`src/rtl/imem_uart_loader.sv`:
```
`default_nettype none
// ============================================================================
// Module   : imem_uart_loader
// Purpose  : Receives a program over an 8N1 UART link and writes it, one
//            32-bit word at a time, into the instruction-memory write port.
//            Holds the core in reset for as long as a load is in progress.
// Revision : 1.0 - initial release
//
// Frame    : 0xA5, N[7:0], N[15:8], then 4*N data bytes (little-endian words)
//            [, checksum byte = XOR of all data bytes]
//
// Ports    : clk         system clock
//            rst_n       asynchronous active-low reset
//            uart_rx     serial input, idle high, asynchronous
//            load_en     load request level from a switch, asynchronous
//            imem_we     one-cycle write strobe
//            imem_waddr  word address of the current write
//            imem_wdata  word being written
//            core_rst_n  core reset, low whenever the loader is not idle
//            busy        high in any state other than IDLE
//            word_count  words written in the current or last load
//            err         sticky error flag, cleared when a new load starts
//
// Option   : define IMEM_LOADER_CHECKSUM_EN to add a trailing checksum byte
//            check (CHK state) after the last data word.
// ============================================================================
module imem_uart_loader #(
  parameter int unsigned CLK_FREQ  = 50000000,
  parameter int unsigned BAUD      = 115200,
  parameter int unsigned ADDR_W    = 10,
  parameter int unsigned MAX_WORDS = 1024
) (
  input  logic              clk,
  input  logic              rst_n,
  input  logic              uart_rx,
  input  logic              load_en,
  output logic              imem_we,
  output logic [ADDR_W-1:0] imem_waddr,
  output logic [31:0]       imem_wdata,
  output logic              core_rst_n,
  output logic              busy,
  output logic [ADDR_W:0]   word_count,
  output logic              err
);

  localparam int unsigned c_div   = CLK_FREQ / BAUD;
  localparam int unsigned c_cnt_w = (c_div > 2) ? $clog2(c_div) : 1;
  localparam logic [c_cnt_w-1:0] c_full = c_cnt_w'(c_div - 1);
  localparam logic [c_cnt_w-1:0] c_half = c_cnt_w'(c_div / 2 - 1);
  localparam logic [16:0] c_max = 17'(MAX_WORDS);
  localparam logic [7:0]  c_hdr = 8'hA5;

  // --------------------------------------------------------------------------
  // Input synchronisers and edge-detect history
  // --------------------------------------------------------------------------
  logic rx_meta_q, rx_sync_q, rx_prev_q;
  logic le_meta_q, le_sync_q, le_prev_q;

  always_ff @(posedge clk or negedge rst_n) begin
    if (!rst_n) begin
      rx_meta_q <= 1'b1;
      rx_sync_q <= 1'b1;
      rx_prev_q <= 1'b1;
      le_meta_q <= 1'b0;
      le_sync_q <= 1'b0;
      le_prev_q <= 1'b0;
    end else begin
      rx_meta_q <= uart_rx;
      rx_sync_q <= rx_meta_q;
      rx_prev_q <= rx_sync_q;
      le_meta_q <= load_en;
      le_sync_q <= le_meta_q;
      le_prev_q <= le_sync_q;
    end
  end

  // --------------------------------------------------------------------------
  // UART receiver
  // --------------------------------------------------------------------------
  typedef enum logic [1:0] {RX_IDLE, RX_START, RX_DATA, RX_STOP} rx_state_t;

  rx_state_t          rx_state_q, rx_state_d;
  logic [c_cnt_w-1:0] rx_cnt_q, rx_cnt_d;
  logic [2:0]         rx_bit_q, rx_bit_d;
  logic [7:0]         rx_shift_q, rx_shift_d;
  logic               byte_valid_q, byte_valid_d;
  logic               frame_err_q, frame_err_d;

  always_comb begin
    rx_state_d   = rx_state_q;
    rx_cnt_d     = rx_cnt_q;
    rx_bit_d     = rx_bit_q;
    rx_shift_d   = rx_shift_q;
    byte_valid_d = 1'b0;
    frame_err_d  = 1'b0;
    case (rx_state_q)
      RX_IDLE: begin
        if (rx_prev_q && !rx_sync_q) begin
          rx_state_d = RX_START;
          rx_cnt_d   = '0;
        end
      end
      RX_START: begin
        // Mid-start-bit recheck: a line that is high again was only a glitch.
        if (rx_cnt_q == c_half) begin
          rx_cnt_d   = '0;
          rx_bit_d   = '0;
          rx_state_d = rx_sync_q ? RX_IDLE : RX_DATA;
        end else begin
          rx_cnt_d = rx_cnt_q + 1'b1;
        end
      end
      RX_DATA: begin
        if (rx_cnt_q == c_full) begin
          rx_cnt_d   = '0;
          rx_shift_d = {rx_sync_q, rx_shift_q[7:1]};
          rx_bit_d   = rx_bit_q + 1'b1;
          if (rx_bit_q == 3'd7) rx_state_d = RX_STOP;
        end else begin
          rx_cnt_d = rx_cnt_q + 1'b1;
        end
      end
      RX_STOP: begin
        if (rx_cnt_q == c_full) begin
          rx_cnt_d   = '0;
          rx_state_d = RX_IDLE;
          if (rx_sync_q) byte_valid_d = 1'b1;
          else           frame_err_d  = 1'b1;
        end else begin
          rx_cnt_d = rx_cnt_q + 1'b1;
        end
      end
      default: rx_state_d = RX_IDLE;
    endcase
  end

  always_ff @(posedge clk or negedge rst_n) begin
    if (!rst_n) begin
      rx_state_q   <= RX_IDLE;
      rx_cnt_q     <= '0;
      rx_bit_q     <= '0;
      rx_shift_q   <= '0;
      byte_valid_q <= 1'b0;
      frame_err_q  <= 1'b0;
    end else begin
      rx_state_q   <= rx_state_d;
      rx_cnt_q     <= rx_cnt_d;
      rx_bit_q     <= rx_bit_d;
      rx_shift_q   <= rx_shift_d;
      byte_valid_q <= byte_valid_d;
      frame_err_q  <= frame_err_d;
    end
  end

  // The shift register holds the received byte until the next frame's data.
  logic [7:0] w_byte;
  assign w_byte = rx_shift_q;

  // --------------------------------------------------------------------------
  // Load FSM
  // --------------------------------------------------------------------------
  typedef enum logic [2:0] {
    S_IDLE, S_HDR, S_LEN_LO, S_LEN_HI, S_DATA, S_DONE, S_ERR
`ifdef IMEM_LOADER_CHECKSUM_EN
    , S_CHK
`endif
  } state_t;

  // Where the FSM goes once the payload is complete (or N is zero).
`ifdef IMEM_LOADER_CHECKSUM_EN
  localparam state_t c_after_data = S_CHK;
`else
  localparam state_t c_after_data = S_DONE;
`endif

  state_t            state_q, state_d;
  logic [15:0]       len_q, len_d;
  logic [1:0]        byte_idx_q, byte_idx_d;
  logic [23:0]       asm_q, asm_d;
  logic              we_q, we_d;
  logic [ADDR_W-1:0] waddr_q, waddr_d;
  logic [31:0]       wdata_q, wdata_d;
  logic [ADDR_W:0]   count_q, count_d;
  logic              err_q, err_d;
  logic              core_rst_n_q, core_rst_n_d;
  logic              busy_q, busy_d;
`ifdef IMEM_LOADER_CHECKSUM_EN
  logic [7:0]        csum_q, csum_d;
`endif

  logic [15:0] w_len_new;
  logic        w_last_word;

  assign w_len_new   = {w_byte, len_q[7:0]};
  assign w_last_word = ((17'(count_q) + 17'd1) == {1'b0, len_q});

  always_comb begin
    state_d      = state_q;
    len_d        = len_q;
    byte_idx_d   = byte_idx_q;
    asm_d        = asm_q;
    we_d         = 1'b0;
    waddr_d      = waddr_q;
    wdata_d      = wdata_q;
    count_d      = count_q;
    err_d        = err_q;
`ifdef IMEM_LOADER_CHECKSUM_EN
    csum_d       = csum_q;
`endif

    // Address and count advance in the cycle after each write strobe.
    if (we_q) begin
      waddr_d = waddr_q + 1'b1;
      count_d = count_q + 1'b1;
    end

    if (state_q == S_IDLE) begin
      if (le_sync_q && !le_prev_q) begin
        state_d = S_HDR;
        err_d   = 1'b0;
        count_d = '0;
        waddr_d = '0;
`ifdef IMEM_LOADER_CHECKSUM_EN
        csum_d  = '0;
`endif
      end
    end else if (!le_sync_q) begin
      // Load request withdrawn: abort, or normal exit from DONE/ERR.
      state_d = S_IDLE;
    end else if (frame_err_q) begin
      state_d = S_ERR;
    end else if (byte_valid_q) begin
      case (state_q)
        S_HDR: if (w_byte == c_hdr) state_d = S_LEN_LO;
        S_LEN_LO: begin
          len_d[7:0] = w_byte;
          state_d    = S_LEN_HI;
        end
        S_LEN_HI: begin
          len_d[15:8] = w_byte;
          byte_idx_d  = '0;
          if (w_len_new == 16'd0)                  state_d = c_after_data;
          else if ({1'b0, w_len_new} > c_max)      state_d = S_ERR;
          else                                     state_d = S_DATA;
        end
        S_DATA: begin
`ifdef IMEM_LOADER_CHECKSUM_EN
          csum_d     = csum_q ^ w_byte;
`endif
          byte_idx_d = byte_idx_q + 1'b1;
          case (byte_idx_q)
            2'd0:    asm_d[7:0]   = w_byte;
            2'd1:    asm_d[15:8]  = w_byte;
            2'd2:    asm_d[23:16] = w_byte;
            default: begin
              we_d    = 1'b1;
              wdata_d = {w_byte, asm_q};
              if (w_last_word) state_d = c_after_data;
            end
          endcase
        end
`ifdef IMEM_LOADER_CHECKSUM_EN
        S_CHK: state_d = (w_byte == csum_q) ? S_DONE : S_ERR;
`endif
        default: ;
      endcase
    end

    if (state_d == S_ERR) err_d = 1'b1;

    core_rst_n_d = (state_d == S_IDLE);
    busy_d       = (state_d != S_IDLE);
  end

  always_ff @(posedge clk or negedge rst_n) begin
    if (!rst_n) begin
      state_q      <= S_IDLE;
      len_q        <= '0;
      byte_idx_q   <= '0;
      asm_q        <= '0;
      we_q         <= 1'b0;
      waddr_q      <= '0;
      wdata_q      <= '0;
      count_q      <= '0;
      err_q        <= 1'b0;
      core_rst_n_q <= 1'b0;
      busy_q       <= 1'b0;
`ifdef IMEM_LOADER_CHECKSUM_EN
      csum_q       <= '0;
`endif
    end else begin
      state_q      <= state_d;
      len_q        <= len_d;
      byte_idx_q   <= byte_idx_d;
      asm_q        <= asm_d;
      we_q         <= we_d;
      waddr_q      <= waddr_d;
      wdata_q      <= wdata_d;
      count_q      <= count_d;
      err_q        <= err_d;
      core_rst_n_q <= core_rst_n_d;
      busy_q       <= busy_d;
`ifdef IMEM_LOADER_CHECKSUM_EN
      csum_q       <= csum_d;
`endif
    end
  end

  assign imem_we    = we_q;
  assign imem_waddr = waddr_q;
  assign imem_wdata = wdata_q;
  assign core_rst_n = core_rst_n_q;
  assign busy       = busy_q;
  assign word_count = count_q;
  assign err        = err_q;

endmodule
`default_nettype wire

```
`config.mk`:
```
export PLATFORM = sky130hd
export DESIGN_NAME = imem_uart_loader
export DESIGN_NICKNAME = d
export VERILOG_FILES = /design/src/rtl/imem_uart_loader.sv
export SDC_FILE = /design/constraint.sdc
export NUM_CORES = 1
export LEC_CHECK = 0
export CORE_ASPECT_RATIO = 2
export CORE_MARGIN = 8
export CORE_UTILIZATION = 50
export CTS_CLUSTER_SIZE = 28
export DETAILED_ROUTE_END_ITERATION = 8
export HOLD_SLACK_MARGIN = 0.12
export PLACE_DENSITY = 0.72
export SETUP_SLACK_MARGIN = 0.15
export SYNTH_ARGS = -nofsm -noshare
export SYNTH_HDL_FRONTEND = slang
export SYNTH_SLANG_ARGS = --single-unit
```
`constraint.sdc`:
```
create_clock -name clk -period 4.2 [get_ports clk]
set_input_delay 0.42 -clock clk [delete_from_list [all_inputs] [get_ports clk]]
set_output_delay 0.42 -clock clk [all_outputs]
set_load 0.005 [all_outputs]
```
## Word-level counts from Yosys, hierarchy flattened

Index checks and enable logic that the tools add are counted.

- Add/subtract/negate cells: 6
- Magnitude comparators: 1
- Equal/unequal tests: 20
- Muxes and demuxes: 47
- Bitwise operators: 3
- Reduce and logical (&&, ||, !) cells: 27

Operators with widths:

| cell | count |
|---|---|
| 11-bit 2-to-1 mux | 3 |
| 10-bit 2-to-1 mux | 3 |
| 3-bit 2-to-1 mux | 10 |
| 9-bit 2-to-1 mux | 3 |
| 9-bit one-hot mux with 3 select lines | 1 |
| 6-bit AND reduction | 4 |
| 5-bit AND reduction | 4 |
| 12-bit by 16-bit == test with 1-bit output | 1 |
| 16-bit by 11-bit > comparator with 1-bit output, second input constant | 1 |
| 16-bit logical NOT | 1 |
| 2-bit 2-to-1 mux | 8 |
| 1-bit 2-to-1 mux | 15 |
| 11-bit by 1-bit adder with 12-bit output, second input constant | 1 |
| 3-bit one-hot mux with 4 select lines | 1 |
| 11-bit by 1-bit adder with 11-bit output, second input constant | 1 |
| 10-bit by 1-bit adder with 10-bit output, second input constant | 1 |
| 2-bit != test, second input constant | 5 |
| 9-bit by 1-bit adder with 9-bit output, second input constant | 1 |
| 3-bit == test, second input constant | 3 |
| 9-bit by 8-bit == test with 1-bit output, second input constant | 1 |
| 9-bit == test, second input constant | 1 |
| 8-bit == test, second input constant | 1 |
| 2-bit one-hot mux with 4 select lines | 1 |
| 2-bit nonzero test | 4 |
| other kinds (18) | 29 |

- Bits in registers: 132
- Bits of input ports: 4
- Output and inout bits: 57
- Word-level logic and storage cells: 130

## Logic depth before layout (Yosys ltp)

- Word-level depth: 12
- Mapped depth: 9
- Mapped depth without buffers: 8

## Worst setup path before layout

OpenSTA, ideal clock, no wires.

- Kind: register -> register
- From: register count_q[1], in the netlist word_count[1]
- To: register state_q[0]
- Library setup time: 0.110 ns
- Arrival time: 1.964 ns
- Required time: 4.090 ns
- Path slack: 2.126 ns
- Cell stages (with the launch flop): 8
- Buffers on the path: 0
- Clock period less this slack: 2.074 ns
- Path through: dfrtp_1 -> ha_1 -> nand3_1 -> or3_1 -> o21a_1 -> nor3b_2 -> o22ai_1 -> o41ai_1

- Longest elaborated chain between the ends: 9

RTL lines:

| what | line | RTL |
|---|---|---|
| start: declaration | 183 | `logic [ADDR_W:0] count_q, count_d;` |
| start signal: assignment | 299 | `count_q <= count_d;` |
| 11-bit by 1-bit adder with 12-bit output | 195 | `assign w_last_word = ((17'(count_q) + 17'd1) == {1'b0, len_q});` |
| 12-bit by 16-bit == test with 1-bit output | 195 |  |
| 3-bit 2-to-1 mux | 258 | `if (w_last_word) state_d = c_after_data;` |
| 3-bit 2-to-1 mux | 251 | `case (byte_idx_q)` |
| 3-bit one-hot mux with 4 select lines | 233 | `case (state_q)` |
| 3-bit 2-to-1 mux | 232 | `end else if (byte_valid_q) begin` |
| 3-bit 2-to-1 mux | 230 | `end else if (frame_err_q) begin` |
| 3-bit 2-to-1 mux | 227 | `end else if (!le_sync_q) begin` |
| 3-bit 2-to-1 mux | 217 | `if (state_q == S_IDLE) begin` |
| net state_d[0] | 176 | `state_t state_q, state_d;` |
| end signal: assignment | 292 | `state_q <= state_d;` |
| end: declaration | 176 |  |

The timed path passes the listed nets, and every way through them passes these cells.
A chain may end at the register's enable or synchronous reset.

## Worst setup path after layout

- From: register rx_cnt_q[0]
- To: register rx_cnt_q[4]

- Longest elaborated chain between the ends: 3
- Elaborated cells on any way between the ends: 6
- Classes of those cells: add/sub: 1; eq/ne: 2; mux: 3

RTL lines:

| what | line | RTL |
|---|---|---|
| start: declaration | 83 | `logic [c_cnt_w-1:0] rx_cnt_q, rx_cnt_d;` |
| start signal: assignment | 147 | `rx_cnt_q <= rx_cnt_d;` |
| 9-bit by 1-bit adder with 9-bit output, or another cell as far along | 110, 120, 130 |  |
| 9-bit 2-to-1 mux, on equally long branches | 114, 124, 105 |  |
| 9-bit one-hot mux with 3 select lines (*) | 96 | `case (rx_state_q)` |

Mark *: on every way between the ends. The rest lies on a longest branch, timed or not.

==> summary.md <==
| Metric | Value |
|---|---|
| Run status | completed |
| R2R Setup Slk | around 1800 ps |
| Die area | approximately 16000 µm² |
| Post-CTS setup buffers | 0 |
| Row count | 56 |
| Fmax | a little over 400 MHz |
| Maximum fanout along the worst path | 14 |
| Fin crit share | 58.3% |
| CP Cell Sequence | inv_1, ha_1, nor4bb_1, a21oi_1, a22oi_1, nor2_1, o21ai_0, o31ai_1 |
| Post-DR wirelength/cell | roughly 18 µm |
| Post-synth EDFFs | 0 |
| Layout cells sized above 1 | 23.0% |
| Synth Flop Type | dfrtp_1 |
| Die H | between 150 and 200 µm |
| Clock skew | between 9 and 10 ps |
| TritonCTS clock tree | done |
| Synthesized area per cell | between 10 and 15 µm² |
| Slew Limit Fails | 0 |
| Crit Path Class | flop to flop |
| Diodes inserted | 0 |
| Relative slew slack | between 10% and 20% |
| Synth area leaders | dfrtp_1 54%, mux2_2 15%, xor2_1 2.5% |
| I/O pin total | 61 |
| TritonCTS sink count | about 130 |
| Final nets | roughly 560 |
| IO buf count | 60 |
| Util after Layout | about three fifths |
| Setup TNS Final | 0 ps |
| Asr flop ratio synth | 100% |
| Power density over cell area | between 400 and 500 nW/µm² |
| Combined area of the multi-input logic cells | around 2500 µm² |
| Post-Place Worst Slack | approximately 1800 ps |
| Clock transition at the registers of the reported paths | ~60 ps |
| Initial core utilization | between 50% and 60% |
| Crit end category | flop |
| Peak supply drop | 0.309 mV |
| Slowest-stage cell, CP | a22oi_1 |
| Tmin final | 2450 ps |
| Register area | approximately 3300 µm² |
| Synth area leader | dfrtp_1 |
| Hold slack | between 60 and 70 ps |
| Largest net degree at the start of global routing | around 130 |
| HPWL Detailed | approximately 8700 µm |
| Setup-failing EPs final | 0 |
| Yosys reg bits | around 130 |
| Share of the synthesized area in the top cell type | a little over half |
| Total grt overflow | 0 |
| Worst min path class | input pin to asynchronous set/reset pin |
| First-pass GRT wire length | around 22000 µm |
| Post-route DRC | 0 |
| Post-Syn Area | between 5000 and 6000 µm² |
| Max incr delay on CP | about 740 ps |
| Reg2Reg Launch Point | rx_cnt_q[0]$_DFFE_PN0P_ |
| Clock Path Buffers | 2 |
| Crit Reg-Reg Endpoint | rx_cnt_q[4]$_DFFE_PN0P_ |
| Reg2reg path depth | 8 |
| Vias/cell | between 5 and 6 |
| Clk_lat worst skew | about 420 ps |
| GRT Overall Usage | roughly 17% |
| Core Box Area | 11700 µm² |
| CP arrival | around 2700 ps |
| Static leakage | approximately 3.4 nW |
| CP required | ~4500 ps |
| Worst setup SP type | flop |
| Yosys cell types | 55 |
| CTS Root Cell | clkbuf_16 |
| Slew @ Worst Pin | between 1000 and 1500 ps |
| Unrepaired setup endpoints after global routing | no |
| Worst setup margin | 1750 ps |
| Resized cells post-CTS | 0 |
| Syn Nets | 506 |
| GPL Wtd Cong | approximately 0.87 |
| Vias in the first global route | approximately 4400 |
| Antenna viol nets, final | 0 |
| DR pass1 iterations | 4 |
| Max-Cap Viols | 0 |
| Final Routed Wirelength | between 10000 and 15000 µm |
| # hold bufs at CTS | 0 |
| Die X | around 93 µm |
| Total CTS buffers | 17 |
| YS warnings | 0 |
| Initial antenna violation count | 0 |
| Fillcell total | 879 |
| Mapped Cells | 491 |
| Vias after detailed routing | 4024 |
| H-Tree Depth | 4 |
| Sequential element share of the synthesized area | a little under three fifths |
| DRT iter0 DRCs | ~190 |
| Hold violation total from the final report | 0 |
| Area Overhead vs Synth | 21.4% |
==> cell usage after synthesis (3+ instances only) <==
cell and instances:
mux2i_1 5, dfrtp_1 129, nand3b_1 3, nor3_1 5
ha_1 11, clkbuf_1 14, buf_2 7, nor4_1 7
or3_1 10, xnor2_1 11, buf_4 4, dfstp_2 3
mux2_2 81, inv_1 13, and3_1 8, a41oi_1 3
nand4_1 13, nand2b_1 4, o21ai_0 25, nand2_1 21
xor2_1 17, o22ai_1 4, nand3_1 15, a21oi_1 13
nor2_1 29
==> state kept, by name, summed over array words and instances (netlist names), 2 cells and up, named ones only <==
signal,flops
imem_wdata,32
asm_q,24
len_q,16
word_count,11
imem_waddr,10
rx_cnt_q,9
rx_shift_q,8
rx_bit_q,3
state_q,3
byte_idx_q,2
==> how the worst max path moves through the flow <==
| stage | startpoint | to | slack (ps) | depth (start not counted) |
|---|---|---|---|---|
| floorplan | word_count[1]$_DFF_PN0_ | state_q[0]$_DFF_PN0_ | 2130 | 7 |
| global placement | rx_cnt_q[0]$_DFFE_PN0P_ | rx_cnt_q[4]$_DFFE_PN0P_ | 1880 | 8 |
| detailed placement | rx_cnt_q[0]$_DFFE_PN0P_ | rx_cnt_q[4]$_DFFE_PN0P_ | 1760 | 8 |
| CTS | rx_cnt_q[0]$_DFFE_PN0P_ | rx_cnt_q[4]$_DFFE_PN0P_ | 1750 | 8 |
| global route | rx_cnt_q[0]$_DFFE_PN0P_ | rx_cnt_q[4]$_DFFE_PN0P_ | 1290 | 8 |
| finish | rx_cnt_q[0]$_DFFE_PN0P_ | rx_cnt_q[4]$_DFFE_PN0P_ | 1750 | 8 |
==> cell usage in the layout (no fill, tap or decap), types with 3 or more instances in the layout <==
cell type and count:
xor2_1 17, clkinvlp_4 3, nand4_1 13, inv_6 6
nor3_1 5, ha_1 11, a21oi_1 13, nor4_1 7
clkdlybuf4s50_1 59, or3_1 10, nand3_1 15, o21ai_0 25
nand3b_1 3, clkbuf_16 17, o22ai_1 4, a41oi_1 3
nand2_1 21, mux2i_1 5, dfstp_2 3, nor2_1 29
inv_1 13, xnor2_1 11, mux2_2 81, dfrtp_1 129
nand2b_1 4, and3_1 8
==> metrics by stage <==
stage,cells,power (mW),cell area [µm²]
finish,702,2.98,7230
global route,702,3.09,7230
CTS,702,3.00,7230
detailed placement,670,1.50,6630
global placement,670,1.49,6630
floorplan,491,1.43,5960
==> report_power, final <==
group	total (mW)	internal, mW	switching [mW]	leakage, nW
Combinational	0.113	0.0453	0.0679	1.30
Sequential	1.36	1.31	0.0523	1.81
Clock	1.50	0.906	0.598	0.287
Total	2.98	2.26	0.719	3.39
==> cell families (layout without fill, tap and decap cells) <==
group           after synthesis  count (layout)  synth area share [%]
mux                          86              86                  16.2
buf+inv                      41             107                  3.13
fa+ha+maj                    11              11                  2.31
flops                       132             132                  55.5
compound gates               59              59                  6.07
simple gates                134             134                  12.7
xor+xnor                     28              28                  4.12
==> layout make-up <==
class / instances / share of cell area [%]
clock inverters: 14 / 2.27
flip-flops and latches: 132 / 45.7
inverters: 13 / 0.675
clock buffers: 18 / 6.07
repair buffers: 62 / 8.65
multi-input cells: 318 / 34.1
well taps: 145 / 2.51
==> critical path, delay by kind of cell, from the launching register on <==
| kind | cells | cell delay (ps) |
|---|---|---|
| AO/OA/AOI/OAI | 4 | 1170 |
| adder cells (fa/ha/maj) | 1 | 130 |
| buffers and inverters | 1 | 80 |
| flip-flops | 1 | 440 |
| AND/OR/NAND/NOR | 2 | 490 |
==> layer usage <==
metal  vias to the layer above  track usage, %  routed length [µm]
met4                         0            10.7                 464
met5                         -               0                   0
met1                      2032            18.3                4960
li1                       1860               -                   -
met2                       100            30.1                6930
met3                        32            3.75                 500
Power figures use the tool's default switching activity.
